`src/rtl/accel_axi_mst.sv`:
```
// AXI4 burst master bridge: turns single-outstanding engine requests and write
// streams into INCR bursts, and returns read beats / write completions to the engine.
package accel_axi_pkg;
  localparam int CFG_SYSBUS_ADDR_BITS  = 32;
  localparam int CFG_SYSBUS_DATA_BITS  = 64;
  localparam int CFG_SYSBUS_DATA_BYTES = CFG_SYSBUS_DATA_BITS / 8;
  localparam int CFG_SYSBUS_ID_BITS    = 5;
  localparam int CFG_SYSBUS_USER_BITS  = 1;
  localparam logic [1:0] AXI_BURST_INCR = 2'b01;

  typedef struct packed {
    logic [CFG_SYSBUS_ADDR_BITS-1:0] addr;
    logic [7:0] len;
    logic [2:0] size;
    logic [1:0] burst;
    logic       lock;
    logic [3:0] cache;
    logic [2:0] prot;
    logic [3:0] qos;
    logic [3:0] region;
  } axi4_metadata_type;

  typedef struct packed {
    logic                             aw_valid;
    axi4_metadata_type                aw_bits;
    logic [CFG_SYSBUS_ID_BITS-1:0]    aw_id;
    logic [CFG_SYSBUS_USER_BITS-1:0]  aw_user;
    logic                             w_valid;
    logic [CFG_SYSBUS_DATA_BITS-1:0]  w_data;
    logic                             w_last;
    logic [CFG_SYSBUS_DATA_BYTES-1:0] w_strb;
    logic [CFG_SYSBUS_USER_BITS-1:0]  w_user;
    logic                             b_ready;
    logic                             ar_valid;
    axi4_metadata_type                ar_bits;
    logic [CFG_SYSBUS_ID_BITS-1:0]    ar_id;
    logic [CFG_SYSBUS_USER_BITS-1:0]  ar_user;
    logic                             r_ready;
  } axi4_master_out_type;

  typedef struct packed {
    logic                             aw_ready;
    logic                             w_ready;
    logic                             b_valid;
    logic [1:0]                       b_resp;
    logic [CFG_SYSBUS_ID_BITS-1:0]    b_id;
    logic [CFG_SYSBUS_USER_BITS-1:0]  b_user;
    logic                             ar_ready;
    logic                             r_valid;
    logic [1:0]                       r_resp;
    logic [CFG_SYSBUS_DATA_BITS-1:0]  r_data;
    logic                             r_last;
    logic [CFG_SYSBUS_ID_BITS-1:0]    r_id;
    logic [CFG_SYSBUS_USER_BITS-1:0]  r_user;
  } axi4_master_in_type;
endpackage

module accel_axi_mst
  import accel_axi_pkg::*;
#(
  parameter logic [CFG_SYSBUS_ID_BITS-1:0] xid = '0,
  parameter int burst_max = 16
) (
  input  logic                             i_clk,
  input  logic                             i_nrst,
  output axi4_master_out_type              o_xmsto,
  input  axi4_master_in_type               i_xmsti,
  input  logic                             i_req_valid,
  output logic                             o_req_ready,
  input  logic                             i_req_write,
  input  logic [CFG_SYSBUS_ADDR_BITS-1:0]  i_req_addr,
  input  logic [7:0]                       i_req_len,
  input  logic                             i_wdata_valid,
  input  logic [CFG_SYSBUS_DATA_BITS-1:0]  i_wdata,
  input  logic [CFG_SYSBUS_DATA_BYTES-1:0] i_wstrb,
  output logic                             o_wdata_ready,
  output logic                             o_resp_valid,
  output logic [CFG_SYSBUS_DATA_BITS-1:0]  o_resp_rdata,
  output logic                             o_resp_last,
  output logic                             o_resp_err,
  input  logic                             i_resp_ready
);

  localparam int SIZE_LOG2 = $clog2(CFG_SYSBUS_DATA_BYTES);
  localparam logic [8:0] BURST_MAX_W = 9'(burst_max);

  typedef enum logic [2:0] {ST_IDLE, ST_AR, ST_R, ST_AW, ST_W, ST_B, ST_ERR} state_t;

  state_t                          state_reg, state_next;
  logic [CFG_SYSBUS_ADDR_BITS-1:0] addr_reg, addr_next;
  logic [7:0]                      len_reg, len_next;
  logic                            write_reg, write_next;
  logic [7:0]                      cnt_reg, cnt_next;

  logic [13:0] end_off;
  logic        req_reject;
  logic        unused_in;

  // Byte offset just past the burst inside its 4 KB page; beyond 4096 means a crossing.
  assign end_off    = {2'b00, i_req_addr[11:0]} + (14'({1'b0, i_req_len} + 9'd1) << SIZE_LOG2);
  assign req_reject = ({1'b0, i_req_len} >= BURST_MAX_W) || (end_off > 14'd4096);
  assign unused_in  = ^{i_xmsti.b_id, i_xmsti.b_user, i_xmsti.r_id, i_xmsti.r_user,
                        i_xmsti.b_resp[0], i_xmsti.r_resp[0]};

  always_ff @(posedge i_clk or negedge i_nrst) begin
    if (!i_nrst) begin
      state_reg <= ST_IDLE;
      addr_reg  <= '0;
      len_reg   <= '0;
      write_reg <= 1'b0;
      cnt_reg   <= '0;
    end else begin
      state_reg <= state_next;
      addr_reg  <= addr_next;
      len_reg   <= len_next;
      write_reg <= write_next;
      cnt_reg   <= cnt_next;
    end
  end

  always_comb begin
    state_next = state_reg;
    addr_next  = addr_reg;
    len_next   = len_reg;
    write_next = write_reg;
    cnt_next   = cnt_reg;

    o_xmsto               = '0;
    o_xmsto.ar_bits.addr  = addr_reg;
    o_xmsto.ar_bits.len   = len_reg;
    o_xmsto.ar_bits.size  = 3'(SIZE_LOG2);
    o_xmsto.ar_bits.burst = AXI_BURST_INCR;
    o_xmsto.ar_id         = xid;
    o_xmsto.aw_bits       = o_xmsto.ar_bits;
    o_xmsto.aw_id         = xid;
    o_xmsto.w_data        = i_wdata;
    o_xmsto.w_strb        = i_wstrb;

    o_req_ready   = 1'b0;
    o_wdata_ready = 1'b0;
    o_resp_valid  = 1'b0;
    o_resp_rdata  = '1;
    o_resp_last   = 1'b0;
    o_resp_err    = 1'b0;

    case (state_reg)
      ST_IDLE: begin
        o_req_ready = 1'b1;
        if (i_req_valid) begin
          addr_next  = i_req_addr;
          len_next   = i_req_len;
          write_next = i_req_write;
          if (req_reject)       state_next = ST_ERR;
          else if (i_req_write) state_next = ST_AW;
          else                  state_next = ST_AR;
        end
      end
      ST_AR: begin
        o_xmsto.ar_valid = 1'b1;
        if (i_xmsti.ar_ready) state_next = ST_R;
      end
      ST_R: begin
        o_xmsto.r_ready = i_resp_ready;
        o_resp_valid    = i_xmsti.r_valid;
        o_resp_rdata    = i_xmsti.r_data;
        o_resp_last     = i_xmsti.r_last;
        o_resp_err      = i_xmsti.r_resp[1];
        // Error beats are delivered but do not cut the burst short.
        if (i_xmsti.r_valid && i_resp_ready && i_xmsti.r_last) state_next = ST_IDLE;
      end
      ST_AW: begin
        o_xmsto.aw_valid = 1'b1;
        if (i_xmsti.aw_ready) begin
          cnt_next   = len_reg;
          state_next = ST_W;
        end
      end
      ST_W: begin
        o_xmsto.w_valid = i_wdata_valid;
        o_xmsto.w_last  = (cnt_reg == 8'd0);
        o_wdata_ready   = i_xmsti.w_ready;
        if (i_wdata_valid && i_xmsti.w_ready) begin
          if (cnt_reg == 8'd0) state_next = ST_B;
          else                 cnt_next   = cnt_reg - 8'd1;
        end
      end
      ST_B: begin
        o_xmsto.b_ready = i_resp_ready;
        o_resp_valid    = i_xmsti.b_valid;
        o_resp_last     = 1'b1;
        o_resp_err      = i_xmsti.b_resp[1];
        if (i_xmsti.b_valid && i_resp_ready) state_next = ST_IDLE;
      end
      ST_ERR: begin
        o_resp_valid = 1'b1;
        o_resp_last  = 1'b1;
        o_resp_err   = 1'b1;
        if (i_resp_ready) state_next = ST_IDLE;
      end
      default: state_next = ST_IDLE;
    endcase
  end

endmodule

```
`config.mk`:
```
export PLATFORM = sky130hd
export DESIGN_NAME = accel_axi_mst
export DESIGN_NICKNAME = d
export VERILOG_FILES = /design/src/rtl/accel_axi_mst.sv
export SDC_FILE = /design/constraint.sdc
export NUM_CORES = 1
export LEC_CHECK = 0
export CAP_MARGIN = 10
export CORE_AREA = 2 2 189 191
export DETAILED_ROUTE_END_ITERATION = 16
export DIE_AREA = 0 0 191 193
export PLACE_DENSITY_LB_ADDON = 0.1
export SYNTH_ARGS = -nofsm -noshare
export SYNTH_HDL_FRONTEND = slang
export SYNTH_SLANG_ARGS = --single-unit
```
`constraint.sdc`:
```
create_clock -name i_clk -period 2.75 [get_ports i_clk]
set_input_delay 0.4125 -clock i_clk [delete_from_list [all_inputs] [get_ports i_clk]]
set_output_delay 0.4125 -clock i_clk [all_outputs]
set_load 0.01 [all_outputs]
```
# Word-level counts from Yosys, hierarchy flattened

Index checks and enable logic that the tools add are counted.

Multiplexer cells: 27
Add/sub/neg operators: 3
Reductions and logical operators: 12
Eq/ne operators: 15
$lt $le $gt $ge: 2

Operators with widths:

| operator                                                          | count |
|---|---|
| two-way mux 64 bit                                                | 1 |
| two-way mux 3 bit                                                 | 9 |
| two-way mux 8 bit                                                 | 3 |
| case mux 3 bit (7 select lines)                                   | 1 |
| != test 2 bit, second input constant                              | 9 |
| case mux 8 bit (2 select lines)                                   | 1 |
| adder 12 x 12 -> 13 bit                                           | 1 |
| greater-than comparator 13 bit, second input constant             | 1 |
| adder 8 x 1 -> 9 bit, second input constant                       | 1 |
| == test 3 bit, second input constant                              | 3 |
| greater-or-equal comparator 8 x 5 -> 1 bit, second input constant | 1 |
| logical NOT 8 bit                                                 | 1 |
| two-way mux 1 bit                                                 | 8 |
| AND reduction 8 bit                                               | 1 |
| subtractor 8 x 1 -> 8 bit, second input constant                  | 1 |
| == test 3 x 2 -> 1 bit, second input constant                     | 2 |
| case mux 1 bit (3 select lines)                                   | 2 |
| logical AND 1 bit                                                 | 4 |
| AND reduction 4 bit                                               | 1 |
| == test 3 x 1 -> 1 bit, second input constant                     | 1 |
| logical NOT 3 bit                                                 | 1 |
| two-way mux 2 bit                                                 | 1 |
| case mux 1 bit (2 select lines)                                   | 1 |
| AND reduction 2 bit                                               | 1 |
| 3 further kinds                                                   | 3 |

Input port bits: 204
Word-level logic and storage cells: 63
Output and inout bits: 282
Bits in registers: 51

# Depth between registers and ports, before layout

Depth after elaboration: 7
Depth in mapped cells: 11
Gate-level depth less buffers: 11

# Worst setup path after synthesis

Ideal clock, no wire load.

Path kind: input port to flip-flop
From: input i_req_len[0]
To: register state_reg[2]
Slack: 390 ps
Arrival time: 2220 ps
Library setup time: 141 ps
Required time: 2609 ps
Cell stages on the path: 9
Path buffers: 0
Cell sequence: inv_1 > ha_1 > fa_1 > a21oi_1 > o21ai_0 > a21oi_1 > xnor2_1 > nor4_1 > o21ai_0

Cells in the longest elaborated chain, start to end: 7
Elaborated cells on any way between the ends: 8
Those cells by class: add/sub: 2; order compare: 2; mux: 3; reduce/logical: 1

RTL lines:

| what                              | line | text |
|---|---|---|
| start, declared                   | 72   | `input logic [7:0] i_req_len,` |
| adder 8 x 1 -> 9 bit              | 100  | `assign end_off = {2'b00, i_req_addr[11:0]} + (14'({1'b0, i_req_len} + 9'd1) << SIZE_LOG2);` |
| adder 12 x 12 -> 13 bit           | 100  |  |
| greater-than comparator 13 bit    | 101  | `assign req_reject = ({1'b0, i_req_len} >= BURST_MAX_W) \|\| (end_off > 14'd4096);` |
| logical OR 1 bit *                | 101  |  |
| two-way mux 3 bit *               | 153  | `if (req_reject) state_next = ST_ERR;` |
| two-way mux 3 bit *               | 149  | `if (i_req_valid) begin` |
| case mux 3 bit (7 select lines) * | 146  | `case (state_reg)` |
| end signal, assigned              | 113  | `state_reg <= state_next;` |
| end, declared                     | 89   | `state_t state_reg, state_next;` |

Mark *: on every way between the ends. The rest lies on a longest branch, timed or not. The select of a mux whose other input is x is not followed.
A chain may end at the register's enable or synchronous reset.

==> impl_metrics.toml <==
[outcome]
status = "finished, final reports clean"

[final_layout]
largest_reg_flops = 32
final_area_sq_um = 7410
fin_util = 0.212
fin_cells = 1171
antenna_cells = 0
fin_nets = 927
layout-drive-gt1-share = 0.172
synthToLayoutAreaGrowth_pct = 60.6

[routing]
drt-pass1-iter-count = 4
routed_wl_microns = 20200
via_per_inst = 3.55
vias = 4157
wl_met1_microns = 6490
highest_layer = "met5"
drcViolationCount = 0
drt_iter0_markers = 113
routed-wl-met3_microns = 2790
met2WireLength_microns = 10700
ant_nets = 0
wl_per_cell_microns = 17.2

[hold_path]
hp-class = "in2async"

[yosys]
synthTopCellsByArea = "dfrtp_1 28%, buf_4 27%, mux2_2 10%, or3_1 8.8%, ha_1 3.3%"
synth_edf_count = 0
syn-mean-instance-area_sq_um = 8.77
yosysTopAreaCell = "dfrtp_1"
ys.warnings.count = 0
syn_inst = 526
syn_area_sq_um = 4610
postSynth.asyncResetShare = 1.00
ys_ff_latch = 51
ys.flop_type = "dfrtp_1"
synth.top_cell.area_share = 0.277
synth.distinct_cells = 48
yosysSeqAreaShare = 0.277

[clock_network]
numClockSinks = 51
cts_tree = "done"
cts_buffers = 5
htree_levels = 2
cts.clk_slew.worst_paths_ns = 0.07
cts-root-buf = "clkbuf_16"
holdBufCountCts = 0
clockBufferDepth = 2
clkLatencyLatePin_ns = 0.30

[critical_path]
reg2reg_setup_slack_ns = 0.20
r2r_start = "cnt_reg[0]$_DFFE_PN0P_"
endpoint_kind = "output port"
required_ns = 2.34
critPathArrivalTime_ns = 2.20
startpoint_type = "flip-flop"
crit_type = "reg2out"
r2r_cells = 10
crit_path_max_fanout = 2
reg2reg_to = "cnt_reg[6]$_DFFE_PN0P_"

[sta]
worst_pin_slew_ns = 0.856
tns_ns = 0
fin_crit_sh = 0.951
finalSetupViolCount = 0
fmax_mhz = 383
fin_crit_ns = 2.61
finalClockSkew_ns = 0.00843
finalHoldViolations = 0
drv_slew = 0
slew-limit-headroom = 0.429
rsz0062_at_grt = "no"

[pwr]
seqPwrFrac = 0.251
power.total_uw = 6020
peakVddDrop_mv = 0.406
powerDensity_nw_per_um2 = 813
power_leakage_uw = 0.00287
clockPowerShare = 0.120
intPower_uw = 3690
switchingPower_uw = 2330
comb_power_share = 0.629
sw_frac_of_total = 0.388

[global_route]
grt_pass1_vias = 4325
grtUsageTotal = 0.0987
grt_max_degree = 69
grt_overflow = 0
antenna_found_initial = 3
grt_pass1_wl_microns = 27500

[die]
die_x_microns = 191
core_area_sq_um = 35000
io_pins = 486
start_util = 0.132
rows = 69
fp.dieH_microns = 193
die_area_sq_um = 36900

[placed_design]
dp.cells = 1159
gp_congestion = 0.961
post_dp_cell_area_sq_um = 7090
hpwl_microns = 16600
numPortBuffers = 272

[run]
drv_cap = 0
-- routing by layer --
| layer | GRT usage | up-vias |
|---|---|---|
| met5 | 0.00265 | - |
| met4 | 0.0152 | 6 |
| met3 | 0.0496 | 18 |
| met2 | 0.195 | 274 |
| met1 | 0.0917 | 1911 |
| li1 | - | 1948 |
-- worst max-delay path, cell delays in order, from the launching register on --
cell,delay (ns)
dfrtp_1,0.39
inv_2,0.08
ha_4,0.13
or3b_4,0.37
or3_4,0.34
or3_4,0.36
nor2_4,0.12
buf_6,0.11
-- cell families (layout without fill, tap and decap cells) --
logic type,count (synthesis),after routing,share of synthesized area
muxes,43,43,0.105
other,2,55,0.00163
and+or+nand+nor,141,141,0.172
xor gates and xnor gates,9,9,0.0171
DFF,51,51,0.277
AOI/OAI and AO/OA,63,63,0.0879
buffers and inverters,204,335,0.303
adders and majority gates,13,13,0.0369
-- synth_stat cells, drive strengths merged (2+ instances only) --
library cell  number
o211ai             4
conb               2
a21boi             2
inv               11
o22ai              2
and2               3
mux2              42
nand2             14
a311oi             2
a31oi              3
nor2              21
xnor2              7
ha                12
o21ai             18
nand4              2
and3               4
nor3               9
a21o               2
clkbuf            22
nand3              6
nor3b              3
a21oi             22
dfrtp             51
a211oi             2
nor4               4
buf              171
or3               67
xor2               2
nor2b              3
nand2b             2
-- final cells by class --
class	count	area (sq um)
Fill cell	3815	27600
Timing Repair Buffer	317	3120
Multi-Input combinational cell	324	2220
Sequential cell	51	1280
Tap cell	461	577
Clock buffer	5	125
Inverter	11	41.3
Clock inverter	2	37.5
-- per-stage QoR --
stage	hold slack, ns	setup WS (ns)
2_1_floorplan	0.117	0.390
3_3_place_gp	0.504	-0.403
3_5_place_dp	0.506	-0.383
4_1_cts	0.248	0.00640
5_1_grt	0.277	0.0346
6_report	0.213	0.136
-- what timing repair did --
| item | CTS | global route |
|---|---|---|
| setup buffers | 2 | 4 |
| gates cloned | 0 | 1 |
| setup endpoints to repair | 4 | 8 |
| pin swaps | 3 | 14 |
| resized for setup | 15 | 16 |
-- worst max-delay path by stage --
stage	cells after the start	slack [ns]	start	end
after global routing	4	0.03	state_reg[1]$_DFFE_PN0P_	o_resp_rdata[7]
after detailed placement	13	-0.38	i_req_len[0]	state_reg[2]$_DFFE_PN0P_
final	7	0.14	cnt_reg[0]$_DFFE_PN0P_	o_xmsto[79]
after floorplan	9	0.39	i_req_len[0]	state_reg[2]$_DFFE_PN0P_
after global placement	11	-0.40	i_req_len[0]	state_reg[0]$_DFFE_PN0P_
after CTS	13	0.006	i_req_len[0]	state_reg[2]$_DFFE_PN0P_
-- power by group through the flow --
stage	registers, uW	clock network (uW)	logic [uW]
6_report	1510	724	3790
5_1_grt	1590	791	4110
4_1_cts	1530	771	3770
3_5_place_dp	1530	0	3720
3_3_place_gp	1520	0	3730
2_1_floorplan	1550	0	2110
-- placed cells by master, fill, tap and decap left out, types with 3 or more instances in the layout --
| cell | instances |
|---|---|
| a21oi_1 | 20 |
| and3_1 | 4 |
| buf_12 | 3 |
| buf_4 | 41 |
| clkbuf_16 | 6 |
| clkdlybuf4s50_1 | 265 |
| conb_1 | 55 |
| dfrtp_1 | 50 |
| dlymetal6s2s_1 | 5 |
| ha_1 | 9 |
| inv_1 | 9 |
| mux2_2 | 42 |
| nand2_1 | 13 |
| nand3_1 | 5 |
| nor2_1 | 19 |
| nor2b_1 | 3 |
| nor3_1 | 8 |
| nor3b_1 | 3 |
| nor4_1 | 4 |
| o211ai_1 | 4 |
| o21ai_0 | 12 |
| o21ai_1 | 3 |
| o21ai_2 | 3 |
| or3_1 | 64 |
| xnor2_1 | 5 |
(Power assumes the default switching activity.)
